<file path="config.mk">
export PLATFORM = sky130hd
export DESIGN_NAME = frv_interrupt_ctrl_flat
export DESIGN_NICKNAME = d
export VERILOG_FILES = /design/src/rtl/frv_int_pkg.sv /design/src/rtl/frv_interrupt_ctrl_if.sv /design/src/rtl/frv_int_prio_enc.sv /design/src/rtl/frv_interrupt_ctrl.sv /design/src/flat_wrapper.sv
export SDC_FILE = /design/constraint.sdc
export NUM_CORES = 1
export LEC_CHECK = 0
export BUFFER_PORTS_ARGS = -buffer_cell sky130_fd_sc_hd__buf_2
export CAP_MARGIN = 10
export CORE_MARGIN = 2
export CORE_UTILIZATION = 30
export DETAILED_ROUTE_END_ITERATION = 7
export PLACE_DENSITY = 0.62
export REMOVE_ABC_BUFFERS = 1
export SYNTH_ARGS = -nofsm -noshare
export SYNTH_HDL_FRONTEND = slang
export SYNTH_SLANG_ARGS = --single-unit
</file>
<file path="constraint.sdc">
create_clock -name g_clk -period 1.87 [get_ports g_clk]
set_input_delay 0.2805 -clock g_clk [delete_from_list [all_inputs] [get_ports g_clk]]
set_output_delay 0.2805 -clock g_clk [all_outputs]
set_load 0.1 [all_outputs]
</file>
<file path="src/rtl/frv_int_pkg.sv">
// frv_int_pkg: cause codes, FSM state and claim record shared by the interrupt controller.
package frv_int_pkg;

  localparam logic [5:0] CAUSE_MSI      = 6'd3;
  localparam logic [5:0] CAUSE_MTI      = 6'd7;
  localparam logic [5:0] CAUSE_EXT_BASE = 6'd16;

  typedef enum logic {
    ST_IDLE,
    ST_REQ
  } state_e;

  typedef enum logic [1:0] {
    SRC_NMI,
    SRC_EXT,
    SRC_SW,
    SRC_TMR
  } src_kind_e;

  // Which source a pending trap belongs to, so the ack clears the right latch
  // even if NMI_CAUSE aliases another cause code.
  typedef struct packed {
    src_kind_e  kind;
    logic [4:0] id;
  } claim_t;

  function automatic logic [5:0] ext_cause(input logic [4:0] id);
    return CAUSE_EXT_BASE + {1'b0, id};
  endfunction

endpackage

</file>
<file path="src/rtl/frv_interrupt_ctrl_if.sv">
// frv_interrupt_ctrl_if: trap request/acknowledge handshake between the interrupt controller and WB.
interface frv_interrupt_ctrl_if;

  logic       int_trap_req;
  logic [5:0] int_trap_cause;
  logic       int_trap_ack;

  modport master (
    output int_trap_req,
    output int_trap_cause,
    input  int_trap_ack
  );

  modport slave (
    input  int_trap_req,
    input  int_trap_cause,
    output int_trap_ack
  );

endinterface

</file>
<file path="src/rtl/frv_int_prio_enc.sv">
// frv_int_prio_enc: combinational lowest-index-first encoder over NSRC request lines.
module frv_int_prio_enc #(
  parameter int NSRC = 16
) (
  input  logic [NSRC-1:0] req_i,
  output logic            valid_o,
  output logic [4:0]      id_o
);

  always_comb begin
    // NOTE: every always_comb output gets a default first so no path leaves it unassigned (no latch).
    id_o = '0;
    for (int i = NSRC - 1; i >= 0; i--) begin
      if (req_i[i]) id_o = 5'(i);
    end
  end

  assign valid_o = |req_i;

endmodule

</file>
<file path="src/rtl/frv_interrupt_ctrl.sv">
// frv_interrupt_ctrl: NMI / external / software / timer interrupt arbitration with a held trap request.
// Optional build macro FRV_INT_SYNC_EN adds a 2-flop input synchroniser (input-to-req latency 3).
module frv_interrupt_ctrl
  import frv_int_pkg::*;
#(
  parameter int              NSRC      = 16,
  parameter logic [NSRC-1:0] EDGE_MASK = '0,
  parameter logic [5:0]      NMI_CAUSE = 6'd0
) (
  input  logic                  g_clk,
  input  logic                  g_resetn,
  input  logic                  mstatus_mie,
  input  logic                  mie_meie,
  input  logic                  mie_mtie,
  input  logic                  mie_msie,
  input  logic [NSRC-1:0]       ex_enable,
  input  logic                  nmi_pending,
  input  logic [NSRC-1:0]       ex_pending,
  input  logic                  ti_pending,
  input  logic                  sw_pending,
  output logic                  mip_meip,
  output logic                  mip_mtip,
  output logic                  mip_msip,
  frv_interrupt_ctrl_if.master  trap,
  output logic [4:0]            ex_claim_id
);

  logic            nmi_in, ti_in, sw_in;
  logic [NSRC-1:0] ex_in;

`ifdef FRV_INT_SYNC_EN
  logic [NSRC+2:0] meta_q, sync_q;

  always_ff @(posedge g_clk or negedge g_resetn) begin
    if (!g_resetn) begin
      meta_q <= '0;
      sync_q <= '0;
    end else begin
      meta_q <= {nmi_pending, ti_pending, sw_pending, ex_pending};
      sync_q <= meta_q;
    end
  end

  assign {nmi_in, ti_in, sw_in, ex_in} = sync_q;
`else
  assign nmi_in = nmi_pending;
  assign ti_in  = ti_pending;
  assign sw_in  = sw_pending;
  assign ex_in  = ex_pending;
`endif

  state_e          state_q;
  logic            req_q;
  logic [5:0]      cause_q;
  claim_t          claim_q;
  logic [4:0]      claim_id_q;

  logic            nmi_prev_q, nmi_lat_q, nmi_lat_d, nmi_rise;
  logic [NSRC-1:0] ex_prev_q, ex_lat_q, ex_lat_d, ex_rise, ex_clr;
  logic [NSRC-1:0] ex_pend, ex_elig;
  logic            take;

  assign take     = (state_q == ST_REQ) && trap.int_trap_ack;
  assign ex_rise  = ex_in & ~ex_prev_q & EDGE_MASK;
  assign nmi_rise = nmi_in & ~nmi_prev_q;

  // A rise is visible to arbitration in the same cycle it is latched, giving 1-cycle latency.
  assign ex_pend  = (EDGE_MASK & (ex_lat_q | ex_rise)) | (~EDGE_MASK & ex_in);

  // Set wins over a same-cycle clear so a re-pulse during the ack is not lost.
  always_comb begin
    ex_clr = '0;
    for (int i = 0; i < NSRC; i++) begin
      ex_clr[i] = take && (claim_q.kind == SRC_EXT) && (claim_q.id == 5'(i));
    end
    ex_lat_d  = EDGE_MASK & (ex_rise | (ex_lat_q & ~ex_clr));
    nmi_lat_d = nmi_rise | (nmi_lat_q & ~(take && (claim_q.kind == SRC_NMI)));
  end

  always_ff @(posedge g_clk or negedge g_resetn) begin
    if (!g_resetn) begin
      nmi_prev_q <= 1'b0;
      nmi_lat_q  <= 1'b0;
      ex_prev_q  <= '0;
      ex_lat_q   <= '0;
    end else begin
      // NOTE: sequential state uses non-blocking (<=) so every flop samples pre-edge values.
      nmi_prev_q <= nmi_in;
      nmi_lat_q  <= nmi_lat_d;
      ex_prev_q  <= ex_in;
      ex_lat_q   <= ex_lat_d;
    end
  end

  logic nmi_elig, sw_elig, tmr_elig, ex_valid, any_elig;
  logic [4:0] ex_id;

  assign ex_elig  = ex_pend & ex_enable & {NSRC{mie_meie & mstatus_mie}};
  assign nmi_elig = nmi_lat_q | nmi_rise;
  assign sw_elig  = sw_in & mie_msie & mstatus_mie;
  assign tmr_elig = ti_in & mie_mtie & mstatus_mie;
  assign any_elig = nmi_elig | ex_valid | sw_elig | tmr_elig;

  frv_int_prio_enc #(
    .NSRC (NSRC)
  ) u_prio (
    .req_i   (ex_elig),
    .valid_o (ex_valid),
    .id_o    (ex_id)
  );

  claim_t     win_claim;
  logic [5:0] win_cause;

  always_comb begin
    win_claim = '{kind: SRC_NMI, id: 5'd0};
    win_cause = NMI_CAUSE;
    if (nmi_elig) begin
      win_claim = '{kind: SRC_NMI, id: 5'd0};
      win_cause = NMI_CAUSE;
    end else if (ex_valid) begin
      win_claim = '{kind: SRC_EXT, id: ex_id};
      win_cause = ext_cause(ex_id);
    end else if (sw_elig) begin
      win_claim = '{kind: SRC_SW, id: 5'd0};
      win_cause = CAUSE_MSI;
    end else if (tmr_elig) begin
      win_claim = '{kind: SRC_TMR, id: 5'd0};
      win_cause = CAUSE_MTI;
    end
  end

  // Request is held without preemption until WB acks or MIE withdraws a maskable trap.
  always_ff @(posedge g_clk or negedge g_resetn) begin
    if (!g_resetn) begin
      state_q    <= ST_IDLE;
      req_q      <= 1'b0;
      cause_q    <= '0;
      claim_q    <= '{kind: SRC_NMI, id: 5'd0};
      claim_id_q <= '0;
    end else begin
      case (state_q)
        ST_IDLE: begin
          if (any_elig) begin
            state_q <= ST_REQ;
            req_q   <= 1'b1;
            cause_q <= win_cause;
            claim_q <= win_claim;
          end
        end
        ST_REQ: begin
          if (trap.int_trap_ack) begin
            state_q <= ST_IDLE;
            req_q   <= 1'b0;
            if (claim_q.kind == SRC_EXT) claim_id_q <= claim_q.id;
          end else if (!mstatus_mie && (claim_q.kind != SRC_NMI)) begin
            state_q <= ST_IDLE;
            req_q   <= 1'b0;
          end
        end
        default: begin
          state_q <= ST_IDLE;
          req_q   <= 1'b0;
        end
      endcase
    end
  end

  logic meip_q, mtip_q, msip_q;

  always_ff @(posedge g_clk or negedge g_resetn) begin
    if (!g_resetn) begin
      meip_q <= 1'b0;
      mtip_q <= 1'b0;
      msip_q <= 1'b0;
    end else begin
      meip_q <= |(ex_pend & ex_enable);
      mtip_q <= ti_in;
      msip_q <= sw_in;
    end
  end

  assign trap.int_trap_req   = req_q;
  assign trap.int_trap_cause = cause_q;
  assign ex_claim_id         = claim_id_q;
  assign mip_meip            = meip_q;
  assign mip_mtip            = mtip_q;
  assign mip_msip            = msip_q;

endmodule

</file>
<file path="src/flat_wrapper.sv">
// flat-port wrapper written by rule: the top's interface ports become plain ports
module frv_interrupt_ctrl_flat import frv_int_pkg::*;
#(
  parameter int              NSRC      = 16,
  parameter logic [NSRC-1:0] EDGE_MASK = '0,
  parameter logic [5:0]      NMI_CAUSE = 6'd0
)
  (g_clk, g_resetn, mstatus_mie, mie_meie, mie_mtie, mie_msie, ex_enable, nmi_pending, ex_pending, ti_pending, sw_pending, mip_meip, mip_mtip, mip_msip, ex_claim_id, trap_int_trap_req, trap_int_trap_cause, trap_int_trap_ack);
  frv_interrupt_ctrl_if trap_i ();
  input  logic g_clk;
  input  logic g_resetn;
  input  logic mstatus_mie;
  input  logic mie_meie;
  input  logic mie_mtie;
  input  logic mie_msie;
  input  logic [NSRC-1:0] ex_enable;
  input  logic nmi_pending;
  input  logic [NSRC-1:0] ex_pending;
  input  logic ti_pending;
  input  logic sw_pending;
  output logic mip_meip;
  output logic mip_mtip;
  output logic mip_msip;
  output logic [4:0] ex_claim_id;
  output wire logic [$bits(trap_i.int_trap_req)-1:0] trap_int_trap_req;
  output wire logic [$bits(trap_i.int_trap_cause)-1:0] trap_int_trap_cause;
  input wire logic [$bits(trap_i.int_trap_ack)-1:0] trap_int_trap_ack;
  assign trap_int_trap_req = trap_i.int_trap_req;
  assign trap_int_trap_cause = trap_i.int_trap_cause;
  assign trap_i.int_trap_ack = trap_int_trap_ack;
  frv_interrupt_ctrl #(.NSRC(NSRC), .EDGE_MASK(EDGE_MASK), .NMI_CAUSE(NMI_CAUSE)) u_core (.g_clk(g_clk), .g_resetn(g_resetn), .mstatus_mie(mstatus_mie), .mie_meie(mie_meie), .mie_mtie(mie_mtie), .mie_msie(mie_msie), .ex_enable(ex_enable), .nmi_pending(nmi_pending), .ex_pending(ex_pending), .ti_pending(ti_pending), .sw_pending(sw_pending), .mip_meip(mip_meip), .mip_mtip(mip_mtip), .mip_msip(mip_msip), .trap(trap_i), .ex_claim_id(ex_claim_id));
endmodule
</file>
==> results.json <==
{
  "synthCells": 122,
  "root_buffer": "clkbuf_8",
  "seq_area_frac_synth_pct": 44.3,
  "firstDrtPassIters": 4,
  "clock_latency_ns": 0.26,
  "synthArstFlopShare_pct": 100,
  "slew_violations": 0,
  "netlist_top_cells_area": "dfrtp_1, nand2_1, mux2_2",
  "fillers": 394,
  "finalCritPeriodShare_pct": 85.7,
  "post_cts_resized": 0,
  "antenna_found_initial": 0,
  "die_h_um": 66.9,
  "vdd_drop_max_mv": 1.14,
  "crit_type": "reg2reg",
  "startpoint": "u_core.state_q",
  "cp.arrival_ns": 1.79,
  "core_region_area_um2": 3740,
  "area_delta_synth_final_pct": 33.4,
  "rr_endpoint": "u_core.claim_q[0]",
  "synth_seq_cells": 21,
  "critPathRequiredTime_ns": 2.05,
  "synth_edf_count": 0,
  "hold_class": "in2reg",
  "synth_warnings": 0,
  "cts_max_level": 1,
  "grt_pass1_wl_um": 4700,
  "place_ws_ns": 0.0844,
  "finalHoldViolCount": 0,
  "cts_made_buffers": 3,
  "power_density_nw_per_um2": 1370,
  "rsz0062_at_grt": "false",
  "grt-ovfl-total": 0,
  "hpwl_um": 2440,
  "via_per_inst": 5.12,
  "reg2reg_slack_ns": 0.27,
  "cp-start-kind": "flip-flop",
  "finalNetCount": 226,
  "cp-endpoint": "u_core.claim_q[0]",
  "wl_per_cell_um": 13.2,
  "grt_pass1_vias": 1023,
  "place_congestion": 0.847,
  "drc": 0,
  "pin_count": 57,
  "max_freq_mhz": 624,
  "dieArea_um2": 4480,
  "rows": 22,
  "ant_nets": 0,
  "reg2reg_from": "u_core.state_q",
  "clk_pin_slew_ns": 0.07,
  "num_vias": 1183,
  "synth_ff_type": "dfrtp_1",
  "layout-drive-gt1-share_pct": 42.6,
  "postPlaceCellArea_um2": 1530,
  "grt_max_degree": 22,
  "synth_commonest_cells": "dfrtp_1, nand2_1, nor2_1",
  "r2r.worst_path.cells": 4,
  "setup_violations": 0,
  "yosysTopAreaCell": "dfrtp_1",
  "tns_ns": 0,
  "dp_cells": 226,
  "p_leak_uw": 0.000784,
  "cts_setup_buffers": 0,
  "drt-initial-drc-count": 34,
  "cts_tree": "built",
  "synth_top_area_share_pct": 44.3,
  "final_area_um2": 1580,
  "final_cells": 231,
  "n_antenna_cell": 0,
  "port_buffers": 54,
  "skew_ns": 0.00423,
  "cts_sinks": 21,
  "start_util_pct": 31.7,
  "grtUsageTotal_pct": 13.9,
  "fin_ws_ns": 0.268,
  "synth_area_per_cell_um2": 9.73,
  "wirelength_um": 3050,
  "synth.distinct_cells": 40,
  "clock_tree.buffer_depth": 2,
  "endpoint_kind": "flip-flop",
  "path_max_fanout": 8,
  "maxCapViolations": 0,
  "status": "completed",
  "layout_min_cycle_time_ns": 1.60,
  "netlist_area_um2": 1190,
  "hold_buffers": 1,
  "die_w_um": 66.9
}
==> registers in the layout, summed over array words and instances, names as in the netlist <==
signal,flops
u_core.claim_q,5
u_core.ex_claim_id,4
u_core.mip_meip,1
u_core.mip_msip,1
u_core.mip_mtip,1
u_core.nmi_lat_q,1
u_core.nmi_prev_q,1
u_core.state_q,1
u_core.trap.int_trap_cause,5
u_core.trap.int_trap_req,1
==> cell families after synthesis <==
group / count (synthesis) / share of synthesized area, %
simple gates: 51 / 22.1
compound gates: 39 / 26.0
flops: 21 / 44.3
buf+inv: 6 / 3.48
mux: 4 / 3.79
other cells: 1 / 0.316
==> layout make-up <==
cell class	count	area [µm²]	area share (%)
Multi-Input combinational cell	96	624	39.4
Sequential cell	21	526	33.2
Timing Repair Buffer	61	325	20.5
Tap cell	48	60.1	3.79
Clock buffer	4	45.0	2.84
Inverter	1	3.75	0.237
==> per-layer routing <==
layer  GRT usage, %  up-vias  share of wire (%)
met5              0        -                  0
met4           1.53        0                  0
met3           4.05        0                9.4
met2           22.8       46                 44
met1           18.6      558                 46
li1               -      579                  -
==> power breakdown <==
group          total, µW  internal, µW  leakage (µW)  switching (µW)
registers            697           592      0.000267             105
clock network        292           152     0.0000228             140
logic               1180           295      0.000494             887
==> critical path, cell delays in order, from the launching register on <==
cell	delay [ns]
dfrtp_1	0.46
nor3_1	0.26
inv_1	0.11
or4_4	0.54
o2bb2ai_1	0.15
==> stage by stage <==
step / util [%] / hold WS, ns / power [µW]
after global routing: 42.3 / 0.138 / 2290
after global placement: 40.8 / 0.262 / 1880
final: 42.3 / 0.140 / 2170
after CTS: 42.3 / 0.133 / 2190
after floorplan: - / -0.0151 / 1630
after detailed placement: 40.8 / 0.266 / 1880
==> cell usage in the layout (no fill, tap or decap), types with 2 or more instances in the layout <==
master and n:
buf_2 54, nand2_1 21, dfrtp_1 21, nor2_1 10, a21oi_1 8, buf_4 6, nand3_1 4, a22oi_1 4
mux2_2 4, o2bb2ai_1 4, nand2b_1 3, clkbuf_8 3, nand4_1 2, nor2b_1 2, a31oi_1 2, a31oi_2 2
nor4_2 2, a22o_1 2, a31o_2 2, a21o_1 2, a32oi_1 2, o21ai_0 2, conb_1 2
==> worst min-delay path by stage <==
stage                start                       end  slack (ns)  cells after the start
2_1_floorplan     g_resetn         u_core.claim_q[0]       -0.02                      0
3_3_place_gp      g_resetn  u_core.trap.int_trap_req        0.26                      1
3_5_place_dp      g_resetn         u_core.claim_q[6]        0.27                      1
4_1_cts        nmi_pending         u_core.nmi_prev_q        0.13                      1
5_1_grt        nmi_pending         u_core.nmi_prev_q        0.14                      1
6_report       nmi_pending         u_core.nmi_prev_q        0.14                      1
No activity file was read; power rests on OpenSTA's default activity.
